**src/rtl/bot_velocity_sync_scheduler.sv**
```systemverilog
// bot_velocity_sync_scheduler
//
// Purpose: every PERIOD cycles, snapshot the bots' reflection requests and
// serve them one at a time, round-robin, on one shared write-back channel.
// Serving a bot negates its stored (vx, vy) with saturation, presents the new
// pair on the write-back channel, then pulses that bot's ack for one cycle.
// Software loads the per-bot velocity register file through the cfg port,
// which only accepts writes while the scheduler is idle.
//
// Ports:
//   clk, rst        clock; asynchronous active-high reset
//   req[N_BOTS]     level reflection request per bot, sampled once per tick
//   ack[N_BOTS]     one-cycle pulse: bot i velocity has been updated
//   cfg_we/idx/vx/vy  velocity load strobe, target bot and values
//   cfg_ready       high while idle; cfg_we is ignored otherwise
//   wr_valid/ready  write-back handshake
//   wr_idx/vx/vy    write-back payload (bot index, negated velocity)
//   busy            scheduler is not idle
//   overrun_cnt     saturating count of ticks dropped while busy
//   dbg_state       current FSM state, for observation only
//
// Write-back handshake: the payload is held stable while wr_valid=1, and
// wr_valid stays high until a cycle in which wr_ready=1; the transfer happens
// on that rising edge. wr_ready seen while wr_valid=0 has no effect.
module bot_velocity_sync_scheduler #(
  parameter int N_BOTS = 3,
  parameter int VW     = 16,
  parameter int PERIOD = 300,
  parameter int IW     = 2
) (
  input  logic              clk,
  input  logic              rst,
  input  logic [N_BOTS-1:0] req,
  output logic [N_BOTS-1:0] ack,
  input  logic              cfg_we,
  input  logic [IW-1:0]     cfg_idx,
  input  logic [VW-1:0]     cfg_vx,
  input  logic [VW-1:0]     cfg_vy,
  output logic              cfg_ready,
  output logic              wr_valid,
  input  logic              wr_ready,
  output logic [IW-1:0]     wr_idx,
  output logic [VW-1:0]     wr_vx,
  output logic [VW-1:0]     wr_vy,
  output logic              busy,
  output logic [7:0]        overrun_cnt,
  output logic [2:0]        dbg_state
);

  localparam int CW = $clog2(PERIOD);
  localparam logic [CW-1:0]     CNT_LAST = CW'(PERIOD - 1);
  localparam logic [CW-1:0]     CNT_ONE  = CW'(1);
  localparam logic [IW:0]       NB_W     = (IW + 1)'(N_BOTS);
  localparam logic [IW-1:0]     IDX_LAST = IW'(N_BOTS - 1);
  localparam logic [IW-1:0]     IDX_ONE  = IW'(1);
  localparam logic [N_BOTS-1:0] ONE_N    = N_BOTS'(1);
  localparam logic [VW-1:0]     V_MIN    = {1'b1, {(VW-1){1'b0}}};
  localparam logic [VW-1:0]     V_MAX    = {1'b0, {(VW-1){1'b1}}};
  localparam logic [VW-1:0]     V_ONE    = VW'(1);

  typedef enum logic [2:0] {
    S_IDLE  = 3'd0,
    S_SCAN  = 3'd1,
    S_ARB   = 3'd2,
    S_UPD   = 3'd3,
    S_WRITE = 3'd4,
    S_ACK   = 3'd5
  } state_t;

  state_t            state_q, state_d;
  logic [CW-1:0]     cnt_q;
  logic [IW-1:0]     ptr_q;
  logic [IW-1:0]     sel_q;
  logic [N_BOTS-1:0] pend_q;
  logic [VW-1:0]     vx_q [N_BOTS];
  logic [VW-1:0]     vy_q [N_BOTS];
  logic [IW-1:0]     wr_idx_q;
  logic [VW-1:0]     wr_vx_q;
  logic [VW-1:0]     wr_vy_q;
  logic [7:0]        ovr_q;

  logic              tick;
  logic              cfg_hit;
  logic [N_BOTS-1:0] sel_oh;
  logic [VW-1:0]     nvx;
  logic [VW-1:0]     nvy;
  logic              arb_found;
  logic [IW-1:0]     arb_sel;
  logic [IW:0]       arb_pos;

  // Negating the most negative value would overflow; clamp it to the
  // most positive value instead.
  function automatic logic [VW-1:0] sat_neg(input logic [VW-1:0] x);
    if (x == V_MIN) begin
      return V_MAX;
    end
    return (~x) + V_ONE;
  endfunction

  assign tick    = (cnt_q == CNT_LAST);
  assign cfg_hit = cfg_we && (state_q == S_IDLE) && ({1'b0, cfg_idx} < NB_W);
  assign sel_oh  = ONE_N << sel_q;
  assign nvx     = sat_neg(vx_q[sel_q]);
  assign nvy     = sat_neg(vy_q[sel_q]);

  // Round-robin pick: first pending bit at ptr, ptr+1, ... wrapping at N_BOTS.
  always_comb begin
    arb_found = 1'b0;
    arb_sel   = '0;
    arb_pos   = '0;
    for (int k = 0; k < N_BOTS; k++) begin
      arb_pos = {1'b0, ptr_q} + (IW + 1)'(k);
      if (arb_pos >= NB_W) begin
        arb_pos = arb_pos - NB_W;
      end
      if (!arb_found && pend_q[arb_pos[IW-1:0]]) begin
        arb_found = 1'b1;
        arb_sel   = arb_pos[IW-1:0];
      end
    end
  end

  // FSM state register.
  always_ff @(posedge clk or posedge rst) begin
    if (rst) begin
      state_q <= S_IDLE;
    end else begin
      state_q <= state_d;
    end
  end

  // FSM next state and state-decoded outputs.
  always_comb begin
    state_d   = state_q;
    ack       = '0;
    wr_valid  = 1'b0;
    busy      = 1'b1;
    cfg_ready = 1'b0;
    unique case (state_q)
      S_IDLE: begin
        busy      = 1'b0;
        cfg_ready = 1'b1;
        if (tick) state_d = S_SCAN;
      end
      S_SCAN:  state_d = (req == '0) ? S_IDLE : S_ARB;
      S_ARB:   state_d = S_UPD;
      S_UPD:   state_d = S_WRITE;
      S_WRITE: begin
        wr_valid = 1'b1;
        if (wr_ready) state_d = S_ACK;
      end
      S_ACK: begin
        ack     = sel_oh;
        state_d = ((pend_q & ~sel_oh) != '0) ? S_ARB : S_IDLE;
      end
      default: state_d = S_IDLE;
    endcase
  end

  // Period counter, overrun counter and datapath registers.
  always_ff @(posedge clk or posedge rst) begin
    if (rst) begin
      cnt_q    <= '0;
      ptr_q    <= '0;
      sel_q    <= '0;
      pend_q   <= '0;
      wr_idx_q <= '0;
      wr_vx_q  <= '0;
      wr_vy_q  <= '0;
      ovr_q    <= '0;
      for (int i = 0; i < N_BOTS; i++) begin
        vx_q[i] <= '0;
        vy_q[i] <= '0;
      end
    end else begin
      cnt_q <= tick ? '0 : cnt_q + CNT_ONE;
      // A tick that arrives while a batch is still running is lost.
      if (tick && (state_q != S_IDLE) && (ovr_q != 8'hFF)) begin
        ovr_q <= ovr_q + 8'd1;
      end
      case (state_q)
        S_IDLE: begin
          if (cfg_hit) begin
            vx_q[cfg_idx] <= cfg_vx;
            vy_q[cfg_idx] <= cfg_vy;
          end
        end
        S_SCAN: pend_q <= req;
        S_ARB:  sel_q  <= arb_sel;
        S_UPD: begin
          vx_q[sel_q] <= nvx;
          vy_q[sel_q] <= nvy;
          // The payload is captured here so it stays frozen through WRITE.
          wr_idx_q <= sel_q;
          wr_vx_q  <= nvx;
          wr_vy_q  <= nvy;
        end
        S_ACK: begin
          pend_q <= pend_q & ~sel_oh;
          ptr_q  <= (sel_q == IDX_LAST) ? '0 : sel_q + IDX_ONE;
        end
        default: ;
      endcase
    end
  end

  assign wr_idx      = wr_idx_q;
  assign wr_vx       = wr_vx_q;
  assign wr_vy       = wr_vy_q;
  assign overrun_cnt = ovr_q;
  assign dbg_state   = state_q;

endmodule

```
**config.mk**
```make
export PLATFORM = sky130hd
export DESIGN_NAME = bot_velocity_sync_scheduler
export DESIGN_NICKNAME = d
export VERILOG_FILES = /design/src/rtl/bot_velocity_sync_scheduler.sv
export SDC_FILE = /design/constraint.sdc
export NUM_CORES = 1
export LEC_CHECK = 0
export CORE_ASPECT_RATIO = 0.6
export CORE_MARGIN = 1.5
export CORE_UTILIZATION = 45
export DETAILED_ROUTE_END_ITERATION = 6
export PLACE_DENSITY = 0.66
export SLEW_MARGIN = 20
export SYNTH_ARGS = -nofsm -noshare
export SYNTH_HDL_FRONTEND = slang
export SYNTH_SLANG_ARGS = --single-unit
```
**constraint.sdc**
```tcl
create_clock -name clk -period 6.1 [get_ports clk]
set_input_delay 0.61 -clock clk [delete_from_list [all_inputs] [get_ports clk]]
set_output_delay 0.61 -clock clk [all_outputs]
set_load 0.005 [all_outputs]
```
==> key figures, run 1 <==
Floorplanning
  – Die area: 0.0188 mm²
  – Die H: 107 µm
  – Core area: 0.0174 mm²
  – Std-Cell Rows: 37
  – Chip width: 176 µm
  – Initial Utilization: 0.466
  – Number of I/O pins: 92

Flow run
  – Max-Cap Viols: 0

Global route
  – Initial antenna violation count: 0
  – Global Route Usage Sum: 0.259
  – Largest net degree at the start of global routing: 100
  – First-pass GRT wire length: 37.5 mm
  – Grt ovf: 0
  – Vias in the first global route: 6544

CTS
  – Total CTS buffers: 17
  – Clock Path Buffers: 2
  – Reg clk slew, reported paths: 0.07 ns
  – # resized after CTS: 0
  – Cts hold-fix bufs: 0
  – H-Tree Depth: 4
  – Root buf cell: clkbuf_16
  – TritonCTS clock tree: done
  – Clock sink total: 157
  – Post-CTS setup buffers: 0
  – Clock latency at the later pin of the worst-skew pair: 0.42 ns

Cells and area
  – Share of post-route cells with drive strength above 1: 0.0838
  – P&R area growth vs syn: 20.3%
  – # nets final: 955
  – Antenna Diode Count: 0
  – FILL cells: 1520

Detailed routing
  – Starting DRC count in detailed routing: 715
  – Via count: about 7000
  – Post-route ant nets: 0
  – Routed wire length: 23.8 mm
  – Routed vias/inst: between 6 and 7
  – Pre-Repair DR Iteration Count: 6
  – WL per Instance: ~21 µm
  – # DRC: 0

Logic synthesis
  – Yosys Warn Count: 0
  – Synth cell types: 64
  – Synth top area cells: dfrtp_1, o21ai_0, a22oi_1, nand2_1, mux2i_1
  – Net Count, Synth: 888
  – Sequential area share after synthesis: 0.486
  – Synth Register Bits: 157
  – Synth Instances: roughly 840
  – Asr flop ratio synth: 1.00
  – Area leader, netlist: dfrtp_1
  – Top cell type's share of synthesized area: 0.486
  – Post-synth EDFFs: 0
  – Average size of a mapped cell: 9.64 µm²
  – Mapped Area: 0.00809 mm²
  – Top_reg_cell synth: dfrtp_1

Setup path
  – Slowest Stage Delay on Critical Path: 0.69 ns
  – Top Family by Delay on Critical Path: simple AND/OR/NAND/NOR gates
  – Worst Setup Path Type: flip-flop to flip-flop
  – Crit path buffers/inverters: 1
  – Worst setup EP type: flip-flop
  – Startpoint Class: flip-flop
  – Worst path slowest cell: or4_1
  – Crit-path max FO: 50
  – WP data arrival: slightly below 4 ns
  – Required @ worst endpoint: 6.37 ns
  – CP cell instances: buf_4 -> nor2b_2 -> o2bb2ai_1 -> or4_1 -> nor3_4 -> nand3b_1 -> mux2i_2 -> o21ai_1
  – Worst path depth: 8
  – R2R depth: 8

Timing
  – Slew margin rel.: 0.339
  – Period minus WS final: 3.65 ns
  – RSZ-0062 raised after global routing: false
  – Least-Margin Pin Slew: 0.989 ns
  – Tcrit/Tclk final: 0.599
  – Post-Route Setup TNS: 0 ns
  – Slew Viols, Final: 0
  – Final Hold Viols: 0
  – Fmax: 274 MHz
  – Final Setup Violations: 0
  – Final Skew: 0.0153 ns

Placed design
  – I/O Buffers: approximately 90
  – GPL Wtd Cong: roughly 0.86
  – HPWL after detailed placement: ~15 mm

Power
  – Final Power: between 0.005 and 0.006 W
  – Pwr per Cell Area: 585 mW/mm²
  – Maximum VDD drop: 0.253 mV
  – Static leakage: 4.09 nW

Status
  – Status: finished, final reports clean

Worst hold path
  – HP Class: flip-flop to flip-flop
  – Worst Hold Depth: 1
worst reg2reg max path: stages, from the launching register on:
cell       delay [ns]
dfrtp_2          0.64
buf_4            0.67
nor2b_2          0.33
o2bb2ai_1        0.26
or4_1            0.69
nor3_4           0.31
nand3b_1         0.15
mux2i_2          0.35
o21ai_1          0.11
sequential cells by signal (all words and copies together), names as in the netlist, 3 cells and up:
register / cells
cnt_q: 9
dbg_state: 3
overrun_cnt: 8
pend_q: 3
vx_q: 48
vy_q: 48
wr_vx: 16
wr_vy: 16
cell families after synthesis:
group                    Yosys count  share of synthesized area
buffers and inverters             67                     0.0404
XOR/XNOR                          26                     0.0282
multiplexers                      40                     0.0507
flip-flops                       157                      0.486
adder cells (fa/ha/maj)            8                     0.0124
AO/OA/AOI/OAI                    299                      0.235
AND/OR/NAND/NOR                  242                      0.148
cells in the mapped netlist (3+ instances only):
master / n
o22a_1: 5
xnor2_1: 13
a221oi_1: 3
mux2i_1: 34
and2_1: 3
nor4_1: 4
buf_6: 6
a211oi_1: 14
mux2_2: 5
o211ai_1: 4
nor3_1: 9
clkbuf_1: 35
inv_1: 12
xor2_1: 13
o22ai_1: 17
nand3b_1: 5
nor2b_1: 6
dfrtp_1: 157
a21o_1: 6
ha_1: 8
nand2_1: 100
buf_2: 9
or2_2: 4
nor2_1: 50
a21oi_1: 25
a22oi_1: 75
nand3_1: 14
a2bb2oi_1: 5
o21ai_1: 9
o21ai_0: 114
o2bb2ai_1: 5
nand2b_1: 7
and3_1: 14
nand4_1: 8
per-stage QoR:
step	hold WS, ns	cell area, µm²	instances	utilization	setup WS [ns]
after CTS	0.456	9730	1153	0.561	2.48
after global routing	0.488	9730	1153	0.561	2.11
after floorplan	0.425	8090	839	-	1.26
final	0.457	9730	1153	0.561	2.45
after detailed placement	0.446	9130	1121	0.526	2.51
after global placement	0.441	9130	1121	0.526	2.60
power breakdown:
group | internal (W) | total, W | leakage (nW) | switching, W
clock network | 0.000622 | 0.00108 | 0.288 | 0.000457
registers | 0.00149 | 0.00185 | 1.95 | 0.000359
logic | 0.00110 | 0.00276 | 1.85 | 0.00166
final cells by class:
type,count,area [µm²],area share
Clock buffer,18,439,0.0451
Sequential cell,157,3930,0.404
Multi-Input combinational cell,615,3860,0.397
Timing Repair Buffer,103,1000,0.103
Tap cell,234,293,0.0301
Clock inverter,14,159,0.0163
Inverter,12,50.0,0.00514
per-layer routing:
layer | vias up | GRT usage | routed length (µm)
met5 | - | 0 | 0
met4 | 0 | 0.0586 | 239
met3 | 25 | 0.0574 | 2170
met2 | 323 | 0.334 | 9260
met1 | 3376 | 0.427 | 12200
li1 | 3222 | - | -
cells in the final DEF, fill, tap and decap left out, drive strengths merged, types with 16 or more instances in the layout:
cell / Yosys / routed
nand2: 100 / 100
mux2i: 35 / 35
nor2: 52 / 52
o22ai: 18 / 18
a21oi: 25 / 25
o21ai: 123 / 123
a22oi: 76 / 76
inv: 12 / 16
dfrtp: 157 / 157
clkbuf: 35 / 18
clkdlybuf4s50: 0 / 91
final timing paths:
| path | endpoint | slack (ns) | startpoint |
|---|---|---|---|
| setup / recovery | wr_vx[14] | 2.45 | sel_q[1] |
| hold / removal | cnt_q[0] | 0.46 | cnt_q[0] |
| setup reg to reg | wr_vx[14] | 2.45 | sel_q[1] |
| hold reg to reg | cnt_q[0] | 0.46 | cnt_q[0] |
| max in group asynchronous | vy_q[37] | 4.03 | rst |
| min in group asynchronous | overrun_cnt[6] | 0.75 | rst |
Power figures use the tool's default switching activity.
==> inputs of run 2 (changes only) <==
--- a/config.mk
+++ b/config.mk
@@ -9,7 +9,7 @@
 export CORE_MARGIN = 1.5
 export CORE_UTILIZATION = 45
 export DETAILED_ROUTE_END_ITERATION = 6
-export PLACE_DENSITY = 0.66
+export PLACE_DENSITY = 0.69
 export SLEW_MARGIN = 20
 export SYNTH_ARGS = -nofsm -noshare
 export SYNTH_HDL_FRONTEND = slang
==> constraint.sdc (replaced) <==
create_clock -name clk -period 3.05 [get_ports clk]
set_input_delay 0.305 -clock clk [delete_from_list [all_inputs] [get_ports clk]]
set_output_delay 0.305 -clock clk [all_outputs]
set_load 0.005 [all_outputs]
==> run 2 against run 1 <==
Compared with the run above:
- clock skew fell by 0.0024 ns
- first-iteration DRC count increased by 4.9%
- via count up 1.6%
- non-clock buffer count increased by 44
- utilization grew 2.3 points
- critical path type unchanged
- largest cell class unchanged
- largest power group unchanged
==> key figures, run 2 (synthesized netlist as in run 1, its figures left out) <==
Detailed routing
  – Via count: 7056
  – WL per Instance: 19.4 µm
  – # DRC: 0
  – Post-route ant nets: 0
  – Routed wire length: around 23 mm
  – Starting DRC count in detailed routing: 750
  – Routed vias/inst: 5.89
  – Pre-Repair DR Iteration Count: 5

Global route
  – First-pass GRT wire length: between 30 and 40 mm
  – Global Route Usage Sum: 0.259
  – Vias in the first global route: 6641
  – Largest net degree at the start of global routing: 48
  – Initial antenna violation count: 0
  – Grt ovf: 0

Floorplanning
  – Initial Utilization: 0.466
  – Die area: 0.0188 mm²
  – Chip width: 176 µm
  – Std-Cell Rows: 37
  – Number of I/O pins: 92
  – Die H: approximately 110 µm
  – Core area: 0.0174 mm²

Timing
  – Post-Route Setup TNS: 0 ns
  – Final Hold Viols: 0
  – Least-Margin Pin Slew: ~0.94 ns
  – Slew Viols, Final: 0
  – RSZ-0062 raised after global routing: false
  – Final Skew: around 0.013 ns
  – Slew margin rel.: 0.368
  – Fmax: 345 MHz
  – Period minus WS final: 2.90 ns
  – Final Setup Violations: 0
  – Tcrit/Tclk final: 0.950
  – Hold_ws: 0.332 ns

CTS
  – Clock Path Buffers: 2
  – Reg clk slew, reported paths: 0.07 ns
  – Root buf cell: clkbuf_16
  – Clock latency at the later pin of the worst-skew pair: 0.43 ns
  – H-Tree Depth: 4
  – Total CTS buffers: 17
  – Clock sink total: between 150 and 200
  – TritonCTS clock tree: done

Placed design
  – I/O Buffers: a little over 90
  – GPL Wtd Cong: 1.00
  – HPWL after detailed placement: 16.1 mm

Power
  – Pwr per Cell Area: between 1000 and 1500 mW/mm²
  – Static leakage: between 4 and 5 nW
  – Maximum VDD drop: 0.489 mV

Cells and area
  – Most frequent cells in the layout: dfrtp_1, o21ai_0, nand2_1, clkdlybuf4s50_1, a22oi_1
  – Regs by FF count: vx_q: 48 flops, vy_q: 48 flops
  – P&R area growth vs syn: 25.3%
  – Commonest non-fill, non-tap cell in the layout: dfrtp_1
  – Antenna Diode Count: 0
  – # nets final: 999
  – Share of post-route cells with drive strength above 1: 0.126
  – Area occupied by multi-input gates: between 0.003 and 0.004 mm²
  – Seq. cell area: 0.00393 mm²
  – FILL cells: 1490

Setup path
  – Worst path slowest cell: dfrtp_4
  – Startpoint Class: flip-flop
  – WP data arrival: 3.22 ns
  – Worst Setup Path Type: flip-flop to flip-flop
  – Slowest Stage Delay on Critical Path: 0.56 ns
  – Required @ worst endpoint: roughly 3.4 ns
  – Worst setup EP type: flip-flop
  – Crit-path max FO: 26
  – CP cell instances: buf_12 -> nor2b_2 -> buf_4 -> a2bb2oi_1 -> nor4_1 -> nand2_1 -> o21ai_0 -> mux2i_1 -> a211oi_1

Worst hold path
  – HP Class: primary input to asynchronous set/reset pin

Flow run
  – Max-Cap Viols: 0

Status
  – Status: finished, final reports clean
## run 2: cell count changes in the layout (fill, tap and decap cells not counted)
cell        change
clkinv_4        -1
buf_12          +8
clkinv_8        +1
dfrtp_2         -1
clkinvlp_4      +1
dfrtp_4         +1
buf_4          +36
inv_8           +3
bufinv_16       -2
o21ai_0         -1
inv_6           -2
o21ai_1         +1
## run 2: report_power, final
part	total, W	switching [W]	internal, W	leakage, nW
Combinational	0.00618	0.00353	0.00265	2.11
Sequential	0.00359	0.000603	0.00298	1.95
Clock	0.00206	0.000966	0.00110	0.276
## run 2: cell type report
| cell class | count | share of cell area |
|---|---|---|
| multi-input cells | 615 | 0.381 |
| inverters | 12 | 0.00481 |
| clock buffers | 18 | 0.0433 |
| repair buffers | 147 | 0.141 |
| clock inverters | 14 | 0.0130 |
| well taps | 234 | 0.0289 |
| flip-flops and latches | 157 | 0.388 |
## run 2: worst max-delay path: cells and delay by family (launching register included)
kind | cells | cell delay [ns]
muxes | 1 | 0.22
DFF | 1 | 0.56
AOI/OAI and AO/OA | 3 | 0.68
and+or+nand+nor | 3 | 0.89
buffers and inverters | 2 | 0.45
## run 2: through the flow
step	total power, W	setup WS, ns	instances	cell area [µm²]	utilization
6_report	0.0118	0.153	1197	10100	0.584
5_1_grt	0.0127	0.0405	1197	10100	0.584
4_1_cts	0.0117	0.120	1190	10100	0.581
3_5_place_dp	0.00958	0.148	1158	9510	0.548
3_3_place_gp	0.00950	0.179	1158	9510	0.548
2_1_floorplan	0.00732	0.369	839	8090	-
## run 2: final timing paths
path                           from           end  slack, ns  cells past startpoint
min reg2reg                cnt_q[0]      cnt_q[0]       0.47                      1
max                        sel_q[1]       vy_q[7]       0.15                      9
max in group asynchronous       rst      vy_q[20]       1.98                      3
max reg2reg                sel_q[1]       vy_q[7]       0.15                      9
min in group clk           wr_ready  dbg_state[0]       0.47                      3
min                             rst      wr_vx[3]       0.33                      2
## run 2: what timing repair did
action                                  CTS  global route
resized for setup                         0             2
hold endpoints to repair                  0             0
setup buffers                             0             7
endpoints found under the setup margin    0            28
hold buffers                              0             0
## run 2: layer usage
metal,up-vias,wire (µm),global-route usage
li1,3298,-,-
met3,27,2020,0.0514
met4,0,293,0.0769
met1,3423,12000,0.421
met5,-,0,0
met2,308,8980,0.336
==> inputs of run 3 (changes only) <==
--- a/config.mk
+++ b/config.mk
@@ -6,7 +6,6 @@
 export NUM_CORES = 1
 export LEC_CHECK = 0
 export CORE_ASPECT_RATIO = 0.6
-export CORE_MARGIN = 1.5
 export CORE_UTILIZATION = 45
 export DETAILED_ROUTE_END_ITERATION = 6
 export PLACE_DENSITY = 0.69
==> run 3 against run 2 <==
Compared with the run above:
- design area fell by 0.21%
- combinational power fell by 2%
- clock power rose by 5%
- clock skew decreased by 0.0019 ns
- critical path type unchanged
- largest cell class unchanged
==> key figures, run 3 (synthesized netlist as in run 1, its figures left out) <==
Cells and area
  – Share of post-route cells with drive strength above 1: 0.126
  – Commonest non-fill, non-tap cell in the layout: dfrtp_1
  – P&R area growth vs syn: 25.0%
  – Regs by FF count: vx_q: 48 flops, vy_q: 48 flops
  – Most frequent cells in the layout: dfrtp_1, o21ai_0, nand2_1, clkdlybuf4s50_1, a22oi_1
  – # nets final: 996
  – Antenna Diode Count: 0

Timing
  – RSZ-0062 raised after global routing: false
  – Final Setup Violations: 0
  – Period minus WS final: 2.87 ns
  – Slew Viols, Final: 0
  – Final Skew: 0.0110 ns
  – Slew margin rel.: 0.341
  – Fmax: ~350 MHz
  – Tcrit/Tclk final: 0.940
  – Least-Margin Pin Slew: 0.986 ns
  – Hold_ws: between 0.3 and 0.4 ns
  – Final Hold Viols: 0
  – Post-Route Setup TNS: 0 ns

Worst hold path
  – HP Class: primary input to asynchronous set/reset pin

Detailed routing
  – Routed vias/inst: approximately 6.1
  – Via count: 7261
  – Pre-Repair DR Iteration Count: 5
  – Routed wire length: 24.8 mm
  – # DRC: 0
  – Post-route ant nets: 0
  – WL per Instance: 20.8 µm
  – Starting DRC count in detailed routing: 710

Power
  – Switching pwr: 0.00517 W
  – Sw Share: 0.436
  – Static leakage: between 4 and 5 nW
  – Reg power frac: 0.308
  – Internal: 0.00669 W
  – Maximum VDD drop: 0.478 mV
  – Final Power: roughly 0.012 W
  – Clk pwr share: 0.183
  – Pwr per Cell Area: 1170 mW/mm²
  – Comb pwr share: 0.509

Floorplanning
  – Initial Utilization: 0.466
  – Chip width: 175 µm
  – Core area: ~0.017 mm²
  – Die H: 106 µm
  – Number of I/O pins: 92
  – Die area: 0.0185 mm²
  – Std-Cell Rows: 37

Status
  – Status: finished, final reports clean

Placed design
  – I/O Buffers: 91
  – HPWL after detailed placement: between 15 and 20 mm
  – GPL Wtd Cong: 0.966

Global route
  – Largest net degree at the start of global routing: 35
  – Global Route Usage Sum: 0.276
  – First-pass GRT wire length: 39.4 mm
  – Vias in the first global route: between 6000 and 7000
  – Initial antenna violation count: 0
  – Grt ovf: 0

CTS
  – Clock latency at the later pin of the worst-skew pair: 0.42 ns
  – Reg clk slew, reported paths: 0.07 ns
  – Total CTS buffers: 17
  – Clock sink total: 157
  – Root buf cell: clkbuf_16
  – Cts hold-fix bufs: 0
  – H-Tree Depth: 4
  – Clock Path Buffers: 2
  – TritonCTS clock tree: done

Setup path
  – Startpoint Class: flip-flop
  – Required @ worst endpoint: ~3.3 ns
  – Crit-path max FO: 16
  – Worst setup EP type: flip-flop
  – WP data arrival: 3.14 ns
  – Worst Setup Path Type: flip-flop to flip-flop

Flow run
  – Max-Cap Viols: 0
[run 3: cell types whose count changed in the layout (fill, tap and decap cells not counted), sizes merged]
cell      before  now
clkbuf        18   17
inv           17   22
buf           56   53
clkinv         6    3
bufinv         0    1
clkinvlp       3    1
[run 3: final cells by class]
class	instances	area, µm²
Clock buffer	17	425
Clock inverter	15	166
Fill cell	1531	7250
Inverter	12	48.8
Multi-Input combinational cell	615	3880
Sequential cell	157	3930
Tap cell	234	293
Timing Repair Buffer	144	1370
[run 3: path summary, 6_finish.rpt]
check | from | to | slack (ns) | cells after the start
max | sel_q[1] | wr_vy[9] | 0.18 | 11
min reg2reg | cnt_q[0] | cnt_q[0] | 0.46 | 1
max reg2reg | sel_q[1] | wr_vy[9] | 0.18 | 11
max in group asynchronous | rst | vy_q[37] | 2.01 | 3
min | rst | wr_vx[4] | 0.39 | 2
min in group clk | cnt_q[0] | cnt_q[0] | 0.46 | 1
[run 3: timing repair]
item | in CTS | in global routing
cloned | 0 | 0
setup endpoints to repair | 1 | 51
setup buffers | 0 | 4
gates resized for setup | 1 | 5
[run 3: stage by stage]
step / cells / cell area, µm² / worst slack (ns) / util
global placement: 1158 / 9470 / 0.0612 / 0.546
finish: 1194 / 10100 / 0.182 / 0.583
floorplan: 839 / 8090 / 0.369 / -
global route: 1194 / 10100 / 0.0434 / 0.583
CTS: 1190 / 10100 / 0.0582 / 0.580
detailed placement: 1158 / 9470 / 0.0167 / 0.546
[run 3: layer usage]
layer  vias up  global-route usage  wire, µm
met3        23              0.0570      2200
met4         0              0.0714       280
li1       3286                   -         -
met2       365               0.368      9970
met5         -                   0         0
met1      3587               0.443     12400
[run 3: critical path, stage by stage, from the launching register on]
cell      delay (ns)
dfrtp_4         0.55
buf_12          0.19
mux2i_1         0.19
o22ai_1         0.13
inv_1           0.09
ha_1            0.16
o211ai_1        0.27
nor3b_2         0.30
and3_1          0.18
buf_4           0.20
nor2_2          0.08
o21ai_1         0.36
[run 3: power groups by stage]
stage / combinational [W] / sequential (W) / clock (W)
4_1_cts: 0.00587 / 0.00363 / 0.00219
6_report: 0.00604 / 0.00366 / 0.00217
2_1_floorplan: 0.00389 / 0.00343 / 0
3_3_place_gp: 0.00573 / 0.00365 / 0
5_1_grt: 0.00663 / 0.00375 / 0.00227
3_5_place_dp: 0.00584 / 0.00364 / 0
